$ cat src/rtl/module_leaky_relu_lut_loader.sv
// rtl/module_leaky_relu_lut_loader.sv - streams packed 32-bit words into a byte-wide LUT bank, one entry per cycle
module module_leaky_relu_lut_loader #(
  parameter int DEPTH    = 256,
  parameter int ADDR_BIT = 8
) (
  input  logic                clk,
  input  logic                rst_n,
  input  logic                start,
  input  logic                abort,
  input  logic                s_valid,
  input  logic [31:0]         s_data,
  output logic                s_ready,
  output logic                we_a,
  output logic [ADDR_BIT-1:0] addr_a,
  output logic [7:0]          di_a,
  output logic                busy,
  output logic                done
);

  localparam logic [1:0] IDLE = 2'd0;
  localparam logic [1:0] LOAD = 2'd1;
  localparam logic [1:0] DONE = 2'd2;

  localparam int                  WCNT_W       = ADDR_BIT - 1;
  localparam logic [WCNT_W-1:0]   WORDS_TOTAL  = WCNT_W'(DEPTH / 4);
  localparam logic [ADDR_BIT:0]   WRITES_TOTAL = (ADDR_BIT + 1)'(DEPTH);

  logic [1:0]          state_q, state_d;
  logic [23:0]         buf_q, buf_d;
  logic                buf_valid_q, buf_valid_d;
  logic [1:0]          byte_idx_q, byte_idx_d;
  logic [WCNT_W-1:0]   words_q, words_d;
  logic [ADDR_BIT:0]   wr_cnt_q, wr_cnt_d;
  logic                we_q, we_d;
  logic [ADDR_BIT-1:0] addr_q, addr_d;
  logic [7:0]          di_q, di_d;

  logic                accept;
  logic [7:0]          next_byte;

  // byte_idx_q names the byte currently on di_a; byte 0 never needs buffering
  always_comb begin
    case (byte_idx_q)
      2'd0:    next_byte = buf_q[7:0];
      2'd1:    next_byte = buf_q[15:8];
      default: next_byte = buf_q[23:16];
    endcase
  end

  assign s_ready = (state_q == LOAD) && (!buf_valid_q || (byte_idx_q == 2'd3)) &&
                   (words_q < WORDS_TOTAL);
  assign accept  = s_valid && s_ready;

  always_comb begin
    state_d     = state_q;
    buf_d       = buf_q;
    buf_valid_d = buf_valid_q;
    byte_idx_d  = byte_idx_q;
    words_d     = words_q;
    wr_cnt_d    = wr_cnt_q;
    we_d        = 1'b0;
    addr_d      = addr_q;
    di_d        = di_q;

    case (state_q)
      IDLE: begin
        if (start) begin
          state_d     = LOAD;
          buf_d       = '0;
          buf_valid_d = 1'b0;
          byte_idx_d  = 2'd0;
          words_d     = '0;
          wr_cnt_d    = '0;
        end
      end
      LOAD: begin
        if (abort) begin
          state_d     = IDLE;
          buf_valid_d = 1'b0;
          byte_idx_d  = 2'd0;
        end else if (we_q && (wr_cnt_q == WRITES_TOTAL)) begin
          // final entry is on the bus this cycle; done follows it
          state_d     = DONE;
          buf_valid_d = 1'b0;
        end else if (accept) begin
          buf_d       = s_data[31:8];
          buf_valid_d = 1'b1;
          byte_idx_d  = 2'd0;
          words_d     = words_q + WCNT_W'(1);
          we_d        = 1'b1;
          addr_d      = wr_cnt_q[ADDR_BIT-1:0];
          di_d        = s_data[7:0];
          wr_cnt_d    = wr_cnt_q + (ADDR_BIT + 1)'(1);
        end else if (buf_valid_q && (byte_idx_q != 2'd3)) begin
          byte_idx_d  = byte_idx_q + 2'd1;
          we_d        = 1'b1;
          addr_d      = wr_cnt_q[ADDR_BIT-1:0];
          di_d        = next_byte;
          wr_cnt_d    = wr_cnt_q + (ADDR_BIT + 1)'(1);
        end else begin
          buf_valid_d = 1'b0;
        end
      end
      DONE: begin
        state_d = IDLE;
      end
      default: begin
        state_d = IDLE;
      end
    endcase
  end

  always_ff @(posedge clk or negedge rst_n) begin
    if (!rst_n) begin
      state_q     <= IDLE;
      buf_q       <= '0;
      buf_valid_q <= 1'b0;
      byte_idx_q  <= 2'd0;
      words_q     <= '0;
      wr_cnt_q    <= '0;
      we_q        <= 1'b0;
      addr_q      <= '0;
      di_q        <= '0;
    end else begin
      state_q     <= state_d;
      buf_q       <= buf_d;
      buf_valid_q <= buf_valid_d;
      byte_idx_q  <= byte_idx_d;
      words_q     <= words_d;
      wr_cnt_q    <= wr_cnt_d;
      we_q        <= we_d;
      addr_q      <= addr_d;
      di_q        <= di_d;
    end
  end

  assign we_a   = we_q;
  assign addr_a = addr_q;
  assign di_a   = di_q;
  assign busy   = (state_q == LOAD);
  assign done   = (state_q == DONE);

endmodule
$ cat config.mk
export PLATFORM = sky130hd
export DESIGN_NAME = module_leaky_relu_lut_loader
export DESIGN_NICKNAME = d
export VERILOG_FILES = /design/src/rtl/module_leaky_relu_lut_loader.sv
export SDC_FILE = /design/constraint.sdc
export NUM_CORES = 1
export LEC_CHECK = 0
export CAP_MARGIN = 10
export CORE_ASPECT_RATIO = 0.75
export CORE_UTILIZATION = 45
export DETAILED_ROUTE_END_ITERATION = 8
export PLACE_DENSITY_LB_ADDON = 0.15
export SLEW_MARGIN = 25
export SYNTH_ARGS = -nofsm -noshare
export SYNTH_HDL_FRONTEND = slang
export SYNTH_SLANG_ARGS = --single-unit
$ cat constraint.sdc
create_clock -name clk -period 6.5 [get_ports clk]
set_clock_uncertainty 0.2 [all_clocks]
set_input_delay 1.3 -clock clk [delete_from_list [all_inputs] [get_ports clk]]
set_output_delay 1.3 -clock clk [all_outputs]
set_load 0.05 [all_outputs]
-- After elaboration in Yosys (flattened, before gate mapping)
Cells that the tools add are included.
- flip-flop bits (word level): 62
- bits in latches: 0
- bits in writable memories: 0
- ROM bits: 0
- input port bits: 37
- output and inout port bits: 20
- logic and storage cells: 89
- memories kept: 0
- add/subtract/negate cells: 3
- $mul: 0
- divide/modulo/power cells: 0
- order comparisons: 1
- equal/unequal tests: 15
- shift-type cells: 0
- mux-type cells: 42
- bitwise operators: 2
- reduce and logical (&&, ||, !) cells: 17
- operator list (cell ; number):
    $mux W24 ; 4
    $pmux W24 S2 ; 1
    $mux W9 ; 5
    $mux W8 ; 4
    $mux W7 ; 4
    $pmux W9 S2 ; 1
    $mux W2 ; 8
    $pmux W8 S2 ; 1
    $pmux W7 S2 ; 1
    $mux W1 ; 10
    $reduce_and A5 Y1 ; 2
    $add A9 B1 Y9 const B ; 1
    $eq A9 B9 Y1 const B ; 1
    $ne A2 B2 Y1 const B ; 4
    $pmux W2 S2 ; 2
    $reduce_and A4 Y1 ; 2
    $add A7 B1 Y7 const B ; 1
    $lt A7 B7 Y1 const B ; 1
    $logic_and A1 B1 Y1 ; 5
    $ne A5 B5 Y1 const B ; 1
    $eq A2 B1 Y1 const B ; 2
    $eq A2 B2 Y1 const B ; 2
    $logic_not A2 Y1 ; 2
    $ne A4 B2 Y1 const B ; 1
    12 further kinds ; 14

-- Depth between registers and ports, before layout
- depth in word-level cells: 9
- depth in mapped cells: 8

-- Least setup slack after synthesis
OpenSTA, ideal clock, no wires.
- path type: reg2out
- start: reg state_q[1]
- end: out s_ready
- data arrival time: 1.942 ns
- path slack: 3.058 ns
- cell stages (with the launch flop): 4
- buffers on the path: 1
- cell sequence: dfrtp_1 -> nand2b_1 -> clkbuf_1 -> nor3_1
- longest elaborated chain between the ends: 3
- ends and longest elaborated chain (what ; RTL line ; source):
    start: declaration ; 28 ; logic [1:0] state_q, state_d;
    start signal: assignment ; 125 ; state_q <= state_d;
    $eq A2 B1 Y1 ; 50 ; assign s_ready = (state_q == LOAD) && (!buf_valid_q || (byte_idx_q == 2'd3)) &&
    $logic_and A1 B1 Y1 (2 in a row) ; 50 ;
    end: declaration ; 12 ; output logic s_ready,
No other way between the ends.

-- Worst setup path in the final report
- start: reg state_q[1]
- end: out busy
- longest elaborated chain between the ends: 1
- ends and longest elaborated chain (what ; RTL line ; source):
    $eq A2 B1 Y1 ; 140 ; assign busy = (state_q == LOAD);
    end: declaration ; 16 ; output logic busy,
No other way between the ends.

==> results by group <==
Run status
  – Status: completed

Final layout
  – Multi-input gate area: between 1000 and 1500 um^2
  – Area Overhead vs Synth: 25.3%
  – Layout cells sized above 1: 0.0902
  – Fillers: 638
  – Register Area: between 1500 and 2000 um^2
  – # nets final: 415
  – Inserted Diodes: 0

Synthesis
  – Yosys warning total: 0
  – Synth area leader: dfrtp_1
  – Async SR Flop Fraction: 1.00
  – Ys flop type: dfrtp_1
  – Top-count cell post-synth: dfrtp_1
  – Synth top cells by count: 62 x dfrtp_1, 49 x nand2_1, 30 x inv_1, 28 x mux2i_1, 15 x a31oi_1
  – Seq/Total Area, Yosys: 0.478
  – Synth top area share: 0.478
  – Avg Cell Area, Syn: slightly above 10 um^2
  – Library cells used by synthesis: 44
  – Post-Syn Instances: 320
  – Flip-flop and latch count after synthesis: 62
  – Net Count, Synth: 363
  – Number of flops mapped to enable cells by yosys: 0
  – Top cells by area, synth: dfrtp_1 48%, mux2i_1 8.6%, nand2_1 5.7%
  – Netlist Area Pre-Place: 3240 um^2

Place
  – IO buf count: 56
  – Detailed placement HPWL: about 5000 um
  – Place WS: 2450 ps
  – Gpl congestion: between 0.8 and 0.9

Worst setup path
  – CP Class: flop to primary output
  – Critical-path cell list: nand2b_1, inv_1, clkdlybuf4s50_1
  – Worst setup SP type: flop
  – WP data required: about 5000 ps
  – Max incr delay on CP: 880 ps
  – CP Capture Type: primary output
  – WP buf/inv: 2
  – CP delay by family, top: buffers and inverters
  – Crit-path slowest cell: clkdlybuf4s50_1
  – Worst Path Max Fanout: 13
  – Data arrival, critical path: 2570 ps

CTS
  – Worst skew pair latency: 350 ps
  – Htree depth: 3
  – CTS sink count: 62
  – Hold Buf Count CTS: 0
  – Clock slew at reported path FFs: around 60 ps
  – Longest Clk Path Bufs: 2
  – CTS tree: yes
  – Root Buffer: clkbuf_8
  – Setup Buffers After CTS: 0
  – Cts bufs inserted: 9
  – Post-CTS sizing: 0

Drt
  – Via count: roughly 2600
  – Final ANT Viol Nets: 0
  – Final Routed Wirelength: between 7000 and 8000 um
  – Drt drc: 0
  – Initial drt markers: roughly 170
  – Pre-Repair DR Iteration Count: 5
  – Wirelength per Cell: 15.4 um
  – Vias/cell: around 5.4

STA
  – Slew at the pin with the worst max-slew slack: 789 ps
  – Min cycle time layout: 4070 ps
  – Max Freq: around 250 MHz
  – Final hold vios: 0
  – RSZ-0062 raised after global routing: no
  – Final setup fails: 0
  – Worst slew margin: 0.474
  – Setup ws final: 2430 ps
  – Final Max Slew Viols: 0
  – Final TNS setup: 0 ps
  – Crit share post-route: 0.627

Job
  – Max Cap Violations: 0

Power and ir drop
  – VDD IR max: 0.000136 V
  – Tot Pwr: 1.34 mW
  – Lkg Pwr: around 1.9 nW
  – PwrDens: 329 nW/um^2

Floorplanning
  – Starting Density: 0.470
  – Die area: 7560 um^2
  – Area of the core: 6900 um^2
  – Chip Width: 100 um
  – Site row count: 26
  – Die Y: 75.5 um
  – IO Count: between 50 and 60

Global route
  – Initial antenna violation count: 0
  – First-pass GRT wire length: 11800 um
  – Global Route Usage Sum: 0.211
  – Vias in the first global route: 2424
  – Largest net degree at the start of global routing: 63
  – Total gr overflow: 0

Hold path
  – HP Class: flop to flop
## cell usage in the layout (no fill, tap or decap), drive strengths merged, types with 2 or more instances in the layout
cell type,n
a31oi,15
clkbuf,12
clkinv,2
nor4,11
nand2b,5
o211ai,4
o21ai,6
a21oi,6
a22oi,8
inv,31
clkdlybuf4s50,55
nor3,2
bufinv,2
nor3b,2
nand3,12
nand2,51
mux2,16
ha,6
or4,4
buf,4
o221ai,2
or3,2
nor2,9
dfrtp,62
o31a,2
nor2b,3
nand3b,3
mux2i,28
## area by class of cell
| cell class | instances | share of cell area |
|---|---|---|
| Clock buffer | 12 | 0.0357 |
| Clock inverter | 4 | 0.0172 |
| Inverter | 31 | 0.0292 |
| Multi-Input combinational cell | 209 | 0.364 |
| Sequential cell | 62 | 0.382 |
| Tap cell | 98 | 0.0302 |
| Timing Repair Buffer | 59 | 0.142 |
## final timing paths
kind | slack, ps | start | cells past startpoint | end
hold / removal | 290 | addr_a[5] | 1 | addr_a[5]
setup / recovery | 2430 | state_q[1] | 3 | busy
min in group asynchronous | 890 | rst_n | 2 | di_a[2]
max in group asynchronous | 4670 | rst_n | 2 | wr_cnt_q[0]
hold reg to reg | 290 | addr_a[5] | 1 | addr_a[5]
setup reg to reg | 3520 | state_q[1] | 5 | words_q[6]
## per-stage QoR
| stage | instances | cell area, um^2 | hold WS [ps] | utilization |
|---|---|---|---|---|
| after floorplan | 320 | 3240 | 268 | - |
| after global placement | 459 | 3840 | 272 | 0.558 |
| after detailed placement | 459 | 3850 | 281 | 0.558 |
| after CTS | 475 | 4070 | 296 | 0.590 |
| after global routing | 475 | 4070 | 306 | 0.590 |
| final | 475 | 4070 | 287 | 0.590 |
## worst reg2reg max path, delay by kind of cell (launching register included)
kind / cells / cell delay (ps)
AO/OA/AOI/OAI: 1 / 210
flip-flops: 1 / 430
buffers and inverters: 1 / 450
AND/OR/NAND/NOR: 3 / 1600
## sequential cells by signal, indices dropped and copies added (netlist names)
name and cells:
addr_a 8, buf_q 24, buf_valid_q 1, byte_idx_q 2, di_a 8, state_q 2, we_a 1, words_q 7
wr_cnt_q 9
## report_power, final
part           switching [mW]  internal (mW)
sequential             0.0511          0.458
combinational           0.276          0.177
clock                   0.148          0.225
total                   0.476          0.860
## routing by layer
metal	share of wire	GRT usage	up-vias
li1	-	-	1235
met1	0.50	0.297	1246
met2	0.42	0.318	79
met3	0.062	0.0624	13
met4	0.014	0.0676	0
met5	0	0	-
## cell families after synthesis
logic type | Yosys count | share of synthesized area
flops | 62 | 0.478
simple gates | 108 | 0.167
compound gates | 51 | 0.113
buf+inv | 49 | 0.0675
fa+ha+maj | 6 | 0.0231
mux | 44 | 0.151
No activity file was read; power rests on OpenSTA's default activity.
